File: src/rtl/regfile_debug_ctrl.sv
// regfile_debug_ctrl
// -----------------------------------------------------------------------------
// Debug-side sequencer for the register file's debug port. It takes one
// register read or write command at a time from the debug transport and asks
// the core to halt when it is not already halted. It then performs the access
// through the register file's debug port and returns data or an error on the
// response channel. After a clean access it can optionally pulse a resume.
//
// Ports
//   clk_i              system clock, everything on the rising edge
//   rst_ni             asynchronous active-low reset
//   state_i            processor state, compared against STATE_HALTED
//   halt_req_o         level halt request, held while waiting for the halt
//   resume_req_o       one-cycle resume pulse
//   cmd_valid_i/cmd_ready_o       command handshake
//   cmd_write_i        1 = write, 0 = read
//   cmd_regnum_i       target register number
//   cmd_wdata_i        write data
//   cmd_resume_i       resume the core after a successful access
//   rsp_valid_o/rsp_ready_i       response handshake
//   rsp_rdata_o        read data, or echoed write data; 0 on error
//   rsp_err_o          bad regnum, halt timeout, or halt lost during access
//   dbg_reg_rregnum_o  register file debug read index
//   dbg_reg_wregnum_o  register file debug write index
//   dbg_reg_rdata_i    register file debug read data (combinational)
//   dbg_reg_wdata_o    register file debug write data
//   dbg_reg_we_o       register file debug write enable
// -----------------------------------------------------------------------------
module regfile_debug_ctrl #(
  parameter int unsigned NUM_REGS     = 16,
  parameter int unsigned HALT_TIMEOUT = 255,
  parameter int unsigned TMO_W        = 8,
  parameter logic [2:0]  STATE_HALTED = 3'd2
) (
  input  logic        clk_i,
  input  logic        rst_ni,
  input  logic [2:0]  state_i,
  output logic        halt_req_o,
  output logic        resume_req_o,
  input  logic        cmd_valid_i,
  output logic        cmd_ready_o,
  input  logic        cmd_write_i,
  input  logic [5:0]  cmd_regnum_i,
  input  logic [15:0] cmd_wdata_i,
  input  logic        cmd_resume_i,
  output logic        rsp_valid_o,
  input  logic        rsp_ready_i,
  output logic [15:0] rsp_rdata_o,
  output logic        rsp_err_o,
  output logic [5:0]  dbg_reg_rregnum_o,
  output logic [5:0]  dbg_reg_wregnum_o,
  input  logic [15:0] dbg_reg_rdata_i,
  output logic [15:0] dbg_reg_wdata_o,
  output logic        dbg_reg_we_o
);

  typedef enum logic [2:0] {
    IDLE,
    WAIT_HALT,
    ACCESS,
    RESPOND,
    RESUME
  } fsm_e;

  // Counter value on the last permitted wait cycle. When HALT_TIMEOUT is 0,
  // this value wraps, but tmo_en masks it out.
  localparam logic [TMO_W-1:0] TMO_LAST = TMO_W'(HALT_TIMEOUT - 1);
  localparam logic             TMO_EN   = (HALT_TIMEOUT != 0);

  fsm_e             fsm_q;
  logic [TMO_W-1:0] cnt_q;
  logic             write_q;
  logic             resume_q;
  logic [5:0]       regnum_q;
  logic [15:0]      wdata_q;
  logic             cmd_ready_q;
  logic             halt_req_q;
  logic             resume_req_q;
  logic             rsp_valid_q;
  logic             rsp_err_q;
  logic [15:0]      rsp_rdata_q;

  logic             halted;
  logic             accept;
  logic             regnum_bad;
  logic             tmo_hit;
  logic             acc_err_d;
  logic [15:0]      acc_rdata_d;

  always_comb begin
    halted     = (state_i == STATE_HALTED);
    accept     = cmd_valid_i & cmd_ready_q;
    // All six bits take part, so indices 16..63 are rejected and not aliased.
    regnum_bad = (32'(cmd_regnum_i) >= NUM_REGS);
    tmo_hit    = TMO_EN && (cnt_q == TMO_LAST);
    // The access result is decided by the halt status in the ACCESS cycle.
    // If the halt is lost in that cycle, the access turns into an error.
    acc_err_d   = ~halted;
    acc_rdata_d = 16'h0000;
    if (halted) begin
      acc_rdata_d = write_q ? wdata_q : dbg_reg_rdata_i;
    end
  end

  always_ff @(posedge clk_i or negedge rst_ni) begin
    if (!rst_ni) begin
      fsm_q        <= IDLE;
      cnt_q        <= '0;
      write_q      <= 1'b0;
      resume_q     <= 1'b0;
      regnum_q     <= 6'd0;
      wdata_q      <= 16'h0000;
      cmd_ready_q  <= 1'b0;
      halt_req_q   <= 1'b0;
      resume_req_q <= 1'b0;
      rsp_valid_q  <= 1'b0;
      rsp_err_q    <= 1'b0;
      rsp_rdata_q  <= 16'h0000;
    end else begin
      resume_req_q <= 1'b0;
      case (fsm_q)
        IDLE: begin
          // After reset, ready rises one edge later. It stays high until accept.
          cmd_ready_q <= 1'b1;
          if (accept) begin
            cmd_ready_q <= 1'b0;
            write_q     <= cmd_write_i;
            resume_q    <= cmd_resume_i;
            regnum_q    <= cmd_regnum_i;
            wdata_q     <= cmd_wdata_i;
            cnt_q       <= '0;
            if (regnum_bad) begin
              fsm_q       <= RESPOND;
              rsp_valid_q <= 1'b1;
              rsp_err_q   <= 1'b1;
              rsp_rdata_q <= 16'h0000;
            end else if (halted) begin
              fsm_q <= ACCESS;
            end else begin
              fsm_q      <= WAIT_HALT;
              halt_req_q <= 1'b1;
            end
          end
        end

        WAIT_HALT: begin
          cnt_q <= cnt_q + TMO_W'(1);
          // If the halt arrives on the last wait cycle, it takes priority over the timeout.
          if (halted) begin
            halt_req_q <= 1'b0;
            fsm_q      <= ACCESS;
          end else if (tmo_hit) begin
            halt_req_q  <= 1'b0;
            fsm_q       <= RESPOND;
            rsp_valid_q <= 1'b1;
            rsp_err_q   <= 1'b1;
            rsp_rdata_q <= 16'h0000;
          end
        end

        ACCESS: begin
          fsm_q       <= RESPOND;
          rsp_valid_q <= 1'b1;
          rsp_err_q   <= acc_err_d;
          rsp_rdata_q <= acc_rdata_d;
        end

        RESPOND: begin
          if (rsp_ready_i) begin
            rsp_valid_q <= 1'b0;
            // A command that ended in error never resumes the core.
            if (resume_q && !rsp_err_q) begin
              fsm_q        <= RESUME;
              resume_req_q <= 1'b1;
            end else begin
              fsm_q       <= IDLE;
              cmd_ready_q <= 1'b1;
            end
          end
        end

        RESUME: begin
          fsm_q       <= IDLE;
          cmd_ready_q <= 1'b1;
        end

        default: begin
          fsm_q <= IDLE;
        end
      endcase
    end
  end

  assign cmd_ready_o       = cmd_ready_q;
  assign halt_req_o        = halt_req_q;
  assign resume_req_o      = resume_req_q;
  assign rsp_valid_o       = rsp_valid_q;
  assign rsp_err_o         = rsp_err_q;
  assign rsp_rdata_o       = rsp_rdata_q;
  // The indices follow the captured command in every state, so the read
  // index has settled before ACCESS.
  assign dbg_reg_rregnum_o = regnum_q;
  assign dbg_reg_wregnum_o = regnum_q;
  assign dbg_reg_wdata_o   = wdata_q;
  // The write enable is combinational so that a halt lost in the access cycle
  // blocks the write in that same cycle.
  assign dbg_reg_we_o      = (fsm_q == ACCESS) & write_q & halted;

endmodule

File: config.mk
export PLATFORM = sky130hd
export DESIGN_NAME = regfile_debug_ctrl
export DESIGN_NICKNAME = d
export VERILOG_FILES = /design/src/rtl/regfile_debug_ctrl.sv
export SDC_FILE = /design/constraint.sdc
export NUM_CORES = 1
export LEC_CHECK = 0
export BUFFER_PORTS_ARGS = -buffer_cell sky130_fd_sc_hd__clkbuf_2
export CAP_MARGIN = 20
export CORE_ASPECT_RATIO = 1.1
export CORE_MARGIN = 1
export CORE_UTILIZATION = 30
export CTS_BUF_LIST = sky130_fd_sc_hd__clkbuf_8
export CTS_CLUSTER_SIZE = 25
export DETAILED_ROUTE_END_ITERATION = 10
export PLACE_DENSITY = 0.58
export RECOVER_POWER = 100
export SLEW_MARGIN = 10
export SYNTH_ARGS = -nofsm -noshare
export SYNTH_HDL_FRONTEND = slang
export SYNTH_SLANG_ARGS = --single-unit
File: constraint.sdc
create_clock -name clk_i -period 4.1 [get_ports clk_i]
set_input_delay 0.205 -clock clk_i [delete_from_list [all_inputs] [get_ports clk_i]]
set_output_delay 0.205 -clock clk_i [all_outputs]
set_load 0.005 [all_outputs]
### Yosys cells after proc, flatten, opt, wreduce, memory -nomap -nowiden

Index checks and enable logic that the tools add are counted.

| storage, ports and cells | value |
|---|---|
| latch bits | 0 |
| memories kept | 0 |
| bits in registers | 56 |
| ROM bits | 0 |
| memory bits (writable) | 0 |

| cells by class | value |
|---|---|
| bitwise logic cells | 4 |
| equality and inequality tests | 15 |
| shift operators | 0 |
| add/subtract/negate cells | 1 |
| $lt $le $gt $ge | 1 |
| divide/modulo/power cells | 0 |
| multiplexer cells | 37 |
| multipliers | 0 |
| reductions and logical operators | 14 |

Operator list:

| cell | count |
|---|---|
| two-way mux 16 bit | 6 |
| one-hot mux 16 bit (3 select lines) | 1 |
| two-way mux 1 bit | 16 |
| != test 2 bit, second input constant | 8 |
| one-hot mux 8 bit (2 select lines) | 1 |
| two-way mux 3 bit | 5 |
| one-hot mux 3 bit (4 select lines) | 1 |
| AND reduction 5 bit | 2 |
| == test 3 x 2 -> 1 bit, second input constant | 3 |
| adder 8 x 1 -> 8 bit, second input constant | 1 |
| == test 8 bit, second input constant | 1 |
| two-way mux 8 bit | 1 |
| greater-or-equal comparator 6 x 5 -> 1 bit, second input constant | 1 |
| one-hot mux 1 bit (3 select lines) | 2 |
| AND reduction 3 bit | 2 |
| AND reduction 6 bit | 1 |
| nonzero test 3 bit | 2 |
| two-way mux 2 bit | 2 |
| one-hot mux 1 bit (4 select lines) | 1 |
| AND reduction 2 bit | 2 |
| nonzero test 4 bit | 1 |
| bitwise AND 1 bit | 3 |
| == test 3 x 1 -> 1 bit, second input constant | 1 |
| == test 3 bit, second input constant | 1 |
| 7 further kinds | 7 |

### Logic depth before layout (Yosys ltp)

Gate-level depths: netlist of run 1.

| logic depth | value |
|---|---|
| word-level depth | 5 |
| depth in mapped cells | 7 |
| depth with buffers taken out | 6 |

### Least setup slack after synthesis of run 1

No wires, ideal clock.

| timing path | value |
|---|---|
| path type | input -> output |
| start point | input port state_i[2] |
| end point | output port dbg_reg_we_o |
| data required time | 3.895 ns |
| arrival | 1.506 ns |
| slack | 2.389 ns |
| cell stages on the path | 5 |
| path through | or3b_4 or4b_4 buf_6 buf_8 nor2_1 |

| between the ends | value |
|---|---|
| word-level cells in the longest chain between the ends | 2 |

RTL lines:

| item | RTL line | RTL |
|---|---|---|
| start, declared | 37 | `input logic [2:0] state_i,` |
| == test 3 x 2 -> 1 bit | 91 | `halted = (state_i == STATE_HALTED);` |
| bitwise AND 1 bit | 207 | `assign dbg_reg_we_o = (fsm_q == ACCESS) & write_q & halted;` |
| end, declared | 54 | `output logic dbg_reg_we_o` |

Every way passes these cells.

### Worst setup path in the final report of run 1

| timing path | value |
|---|---|
| start point | register fsm_q[0] |
| end point | register cnt_q[6] |

| between the ends | value |
|---|---|
| word-level cells in the longest chain between the ends | 3 |

RTL lines:

| item | RTL line | RTL |
|---|---|---|
| start, declared | 70 | `fsm_e fsm_q;` |
| start signal, assigned | 107 | `fsm_q <= IDLE;` |
| start signal, assigned | 133 | `fsm_q <= RESPOND;` |
| start signal, assigned | 138 | `fsm_q <= ACCESS;` |
| == test 3 x 1 -> 1 bit / logical NOT 3 bit (equally long branches) | 121 | `case (fsm_q)` |
| nonzero test 2 bit (no source line) / != test 2 bit (equally long branches) | n/a |  |
| AND reduction 2 bit (no source line) | n/a |  |
| end signal, assigned | 147 | `cnt_q <= cnt_q + TMO_W'(1);` |
| end, declared | 71 | `logic [TMO_W-1:0] cnt_q;` |

Parallel ways exist; a longest one is shown, timed or not.
A chain may end at the register's enable or synchronous reset.

==> flow_summary.json, run 1 <==
{
  "yosysWarningCount": 0,
  "grtUsageTotal": 0.140,
  "grt_overflow_total": 0,
  "rows": 35,
  "drt_iter0_markers": 79,
  "startpoint": "fsm_q[0]$_DFFE_PN0P_",
  "min_period_over_period": 0.624,
  "cts_root_buf": "clkbuf_8",
  "slew_violations": 9,
  "crit_buf_inv": 1,
  "cts_hold_buf": 0,
  "crit_path_start_kind": "register",
  "design.core.area_um2": 8500,
  "routedWlPerCell_um": 13.9,
  "tightestPinTransition_ns": 1.57,
  "cp.depth": 3,
  "cts_resized": 0,
  "ys_async_sr_fraction": 1.00,
  "critPathKind": "reg -> reg",
  "die-area_um2": 9230,
  "clock-sinks": 56,
  "setup_viol": 0,
  "worstPathCellList": "nor4_1 > buf_4 > o22ai_1",
  "critical-path-top-delay-family": "simple AND/OR/NAND/NOR gates",
  "ys_ff_latch": 56,
  "clk_latency_ns": 0.31,
  "synthToLayoutAreaGrowth_pct": 20.7,
  "pwr_density_cell_nw_per_um2": 617,
  "drive_gt1_frac": 0.284,
  "clk_pin_slew_ns": 0.10,
  "fin_setup_tns_ns": 0,
  "hold_violations": 0,
  "antenna_found_initial": 0,
  "synth_top_area_frac": 0.528,
  "max_freq_mhz": 391,
  "diodes": 0,
  "peakVddDrop_mv": 0.178,
  "wl_mm": 6.28,
  "slowest_delay_ns": 1.33,
  "grt_start_max_net_pins": 57,
  "clockBufferDepth": 2,
  "utilization": 0.377,
  "place_hpwl_mm": 4.36,
  "fin_nets": 389,
  "crit_fanout": 21,
  "vias": 2113,
  "max_cap_violations": 1,
  "grt_pass1_wl_mm": 10.2,
  "crit_required_ns": 4.29,
  "grt_pass1_vias": 2060,
  "total_power_mw": 1.98,
  "skew_ns": 0.00690,
  "fp.dieW_um": 91.7,
  "gp_congestion": 0.752,
  "status": "complete, but fails checks",
  "holdCritPathClass": "in -> async",
  "yosysSeqAreaShare": 0.528,
  "synthCells": 255,
  "syn-num-nets": 304,
  "h-tree-depth": 2,
  "power_leakage_nw": 1.62,
  "ant_nets": 0,
  "maxSlewHeadroom": -0.0568,
  "synthesis.area_um2": 2650,
  "drc": 0,
  "crit_path_end_kind": "register",
  "violations": "max-capacitance violations, max-slew violations",
  "rr_endpoint": "cnt_q[6]$_DFFE_PN0P_",
  "reg2reg_depth": 3,
  "grt_setup_unrepaired": "false",
  "io_buffer_count": 96,
  "io_pins": 97,
  "cts_tree": "yes",
  "synth.avg_cell_area_um2": 10.4,
  "start_util": 0.312,
  "cp_slowest_cell": "nor4_1",
  "regToRegSetupSlack_ns": 1.54,
  "synthTopCellsByArea": "dfrtp_1 53%, nand2_1 11%, mux2i_1 6.4%, o2bb2ai_2 4.5%, o2bb2ai_1 2.3%",
  "postCtsSetupBuffers": 0,
  "via_per_inst": 4.67,
  "cp.arrival_ns": 2.74,
  "numCtsBuffers": 5,
  "ys.flop_type": "dfrtp_1",
  "period_minus_slack_ns": 2.56,
  "synth_edf_count": 0,
  "drt-pass1-iter-count": 4,
  "yosys.area.top_type": "dfrtp_1",
  "r2r-start": "fsm_q[0]$_DFFE_PN0P_",
  "yosysUniqueCellTypes": 40,
  "die-height_um": 101
}
-- where the power goes --
group          internal [mW]  switching (mW)  total [mW]
sequential             0.732           0.224       0.956
clock                  0.120           0.187       0.307
combinational          0.336           0.377       0.713
total                   1.19           0.788        1.98
-- how the worst max path moves through the flow --
stage	end	slack (ns)
after global placement	cnt_q[3]$_DFFE_PN0P_	1.98
after global routing	write_q$_DFFE_PN0P_	1.29
after CTS	cnt_q[3]$_DFFE_PN0P_	1.92
after detailed placement	rsp_valid_o$_DFFE_PN0P_	1.92
after floorplan	dbg_reg_we_o	2.39
final	cnt_q[6]$_DFFE_PN0P_	1.54
-- sequential cells by signal, summed over array words and instances (netlist names), 3 cells and up --
name and count:
cnt_q 8, dbg_reg_rregnum_o 6, dbg_reg_wdata_o 16, fsm_q 3, rsp_rdata_o 16
-- logic make-up (layout without fill, tap and decap cells) --
group	after synthesis	count (layout)	synth area share
simple gates	104	104	0.182
mux	17	17	0.0641
buf+inv	26	112	0.0556
flops	56	56	0.528
compound gates	49	49	0.157
xor+xnor	1	1	0.00330
fa+ha+maj	2	2	0.00943
-- synth_stat cells (2+ instances only) --
cell       instances
a211o_1            2
a21boi_0           2
a21oi_1            7
a31oi_1            2
and4_1             2
buf_2              4
buf_4              7
clkbuf_1           8
dfrtp_1           56
ha_1               2
inv_1              5
mux2i_1           17
nand2_1           76
nand2b_1           2
nand3_1            5
nand4_1            2
nor2_1             4
nor3b_1            2
o211ai_1           4
o21ai_0            9
o22ai_1            2
o2bb2ai_1          7
o2bb2ai_2          8
o31ai_1            4
-- layout make-up --
type | instances | area, µm²
Tap cell | 111 | 139
Clock buffer | 5 | 68.8
Sequential cell | 56 | 1400
Fill cell | 880 | 5290
Timing Repair Buffer | 99 | 489
Clock inverter | 3 | 20.0
Multi-Input combinational cell | 173 | 1060
Inverter | 5 | 18.8
-- cell usage in the layout, fill, tap and decap left out, drive strengths merged, types with 3 or more instances in the layout --
cell,synthesis,final
o21ai,9,9
buf,13,3
o211ai,4,4
clkbuf,8,101
dfrtp,56,56
o2bb2ai,16,16
nand2,76,76
a21oi,7,7
mux2i,17,17
a211o,3,3
nand3,6,6
o31ai,4,4
inv,5,6
nor2,4,4
-- stage by stage --
step | area, µm² | setup WS (ns) | hold slack (ns) | instances
after floorplan | 2650 | 2.39 | -0.0906 | 255
after CTS | 3260 | 1.92 | 0.0601 | 451
after global routing | 3200 | 1.29 | 0.0704 | 452
final | 3200 | 1.54 | 0.0246 | 452
after global placement | 3170 | 1.98 | 0.396 | 443
after detailed placement | 3170 | 1.92 | 0.400 | 443
-- per-layer routing --
metal / vias up / wire length, µm / GRT usage
li1: 1047 / - / -
met1: 1001 / 2870 / 0.185
met2: 60 / 3050 / 0.238
met3: 5 / 314 / 0.0279
met4: 0 / 46 / 0.0293
met5: - / 0 / 0
(Power assumes the default switching activity.)
==> inputs of run 2 (changes only) <==
==> constraint.sdc (replaced) <==
create_clock -name clk_i -period 2.64 [get_ports clk_i]
set_input_delay 0.132 -clock clk_i [delete_from_list [all_inputs] [get_ports clk_i]]
set_output_delay 0.132 -clock clk_i [all_outputs]
set_load 0.005 [all_outputs]
==> run 2 against run 1 <==
  * The flow now finishes without violations
  * Sequential power increased by 54%
  * Sequential share of layout area down 1.4 points
  * Die area stayed put
  * Flip-flop and latch count unchanged
  * Via count grew 3.7%
  * Setup slack worse by 1.1 ns
  * Total power is 67% higher
  * Critical path depth rose by 1
  * Utilization up 1.3 points
  * Final area increased by 3.4%
  * Combinational power grew 63%
  * Global-route usage increased by 0.24 points
  * Largest cell class unchanged
==> flow_summary.json, run 2 (synthesis results as in run 1) <==
{
  "wl_mm": 6.41,
  "cts_hold_buf": 6,
  "tightestPinTransition_ns": 1.18,
  "drc": 0,
  "fin_nets": 398,
  "setup_viol": 0,
  "drt_iter0_markers": 93,
  "grt_start_max_net_pins": 48,
  "crit_path_end_kind": "register",
  "maxSlewHeadroom": 0.214,
  "min_period_over_period": 0.826,
  "max_freq_mhz": 458,
  "fp.dieW_um": 91.7,
  "switching_share": 0.375,
  "status": "completed",
  "ant_nets": 0,
  "critPathKind": "reg -> reg",
  "p_seq_frac": 0.446,
  "slew_violations": 0,
  "via_per_inst": 4.75,
  "routedWlPerCell_um": 13.9,
  "die-area_um2": 9230,
  "pwr-share-clk": 0.202,
  "period_minus_slack_ns": 2.18,
  "utilization": 0.390,
  "cts_root_buf": "clkbuf_8",
  "clockBufferDepth": 2,
  "drive_gt1_frac": 0.280,
  "h-tree-depth": 2,
  "gp_congestion": 0.746,
  "clock-sinks": 56,
  "grt_setup_unrepaired": "false",
  "antenna_found_initial": 0,
  "postCtsSetupBuffers": 0,
  "grtUsageTotal": 0.142,
  "io_buffer_count": 96,
  "combPwrFrac": 0.352,
  "max_cap_violations": 0,
  "final_cell_mix": "80 x clkbuf_2, 76 x nand2_1, 56 x dfrtp_1",
  "cts_resized": 0,
  "crit_path_start_kind": "register",
  "vias": 2191,
  "hold_violations": 0,
  "drt-pass1-iter-count": 5,
  "intPower_mw": 2.06,
  "grt_pass1_wl_mm": 10.4,
  "layout_commonest_cell": "clkbuf_2",
  "numCtsBuffers": 5,
  "clk_latency_ns": 0.31,
  "die-height_um": 101,
  "skew_ns": 0.0121,
  "diodes": 0,
  "crit_fanout": 19,
  "crit_required_ns": 2.84,
  "grt_pass1_vias": 2115,
  "peakVddDrop_mv": 0.388,
  "cts_tree": "yes",
  "switchingPower_mw": 1.24,
  "cp.arrival_ns": 2.38,
  "fin_setup_tns_ns": 0,
  "start_util": 0.312,
  "grt_overflow_total": 0,
  "synthToLayoutAreaGrowth_pct": 24.7,
  "design.core.area_um2": 8500,
  "clk_pin_slew_ns": 0.11,
  "rows": 35,
  "place_hpwl_mm": 4.66,
  "io_pins": 97,
  "pwr_density_cell_nw_per_um2": 996,
  "power_leakage_nw": 1.67,
  "holdCritPathClass": "in -> reg"
}
run 2: layout make-up:
cell class | count | area [µm²]
inverters | 5 | 18.8
clock buffers | 5 | 68.8
fillers | 858 | 5190
repair buffers | 108 | 551
multi-input cells | 173 | 1060
flip-flops and latches | 56 | 1400
well taps | 111 | 139
clock inverters | 3 | 68.8
run 2: stage by stage:
stage / power [mW] / instance area (µm²) / std cells / hold slack (ns) / worst slack (ns)
2_1_floorplan: 2.26 / 2650 / 255 / -0.164 / 0.974
5_1_grt: 3.56 / 3310 / 461 / 0.00722 / 0.266
4_1_cts: 3.43 / 3400 / 461 / 0.00208 / 0.565
6_report: 3.30 / 3310 / 461 / 0.0132 / 0.459
3_3_place_gp: 2.72 / 3200 / 447 / 0.00974 / 0.730
3_5_place_dp: 2.75 / 3200 / 447 / 0.0151 / 0.655
run 2: power groups by stage:
stage	Combinational [mW]	Clock, mW	Sequential, mW
6_report	1.16	0.667	1.47
2_1_floorplan	0.894	0	1.36
3_3_place_gp	1.24	0	1.49
5_1_grt	1.32	0.717	1.53
4_1_cts	1.26	0.691	1.48
3_5_place_dp	1.26	0	1.50
run 2: per-layer routing:
layer | routed length, µm | part of all wire | track usage | up-vias
met5 | 0 | 0 | 0 | -
met4 | 70 | 0.011 | 0.0452 | 0
met3 | 317 | 0.049 | 0.0294 | 6
met2 | 3040 | 0.47 | 0.235 | 77
met1 | 2980 | 0.46 | 0.187 | 1043
li1 | - | - | - | 1065
run 2: path summary, 6_finish.rpt:
path	from	end	slack, ns	cells past startpoint
setup reg to reg	fsm_q[1]$_DFFE_PN0P_	cnt_q[4]$_DFFE_PN0P_	0.46	4
hold reg to reg	rsp_rdata_o[1]$_DFFE_PN0P_	rsp_rdata_o[1]$_DFFE_PN0P_	0.50	1
min in group asynchronous	rst_ni	rsp_rdata_o[2]$_DFFE_PN0P_	0.31	2
setup / recovery	fsm_q[1]$_DFFE_PN0P_	cnt_q[4]$_DFFE_PN0P_	0.46	4
max in group asynchronous	rst_ni	cnt_q[1]$_DFFE_PN0P_	0.79	3
hold / removal	cmd_wdata_i[14]	dbg_reg_wdata_o[14]$_DFFE_PN0P_	0.01	3
run 2: critical path, cell delays in order, from the launching register on:
cell and delay [ns]:
dfrtp_1 0.56, or4_1 0.73, clkbuf_1 0.45, a21oi_1 0.24
o21ai_0 0.09
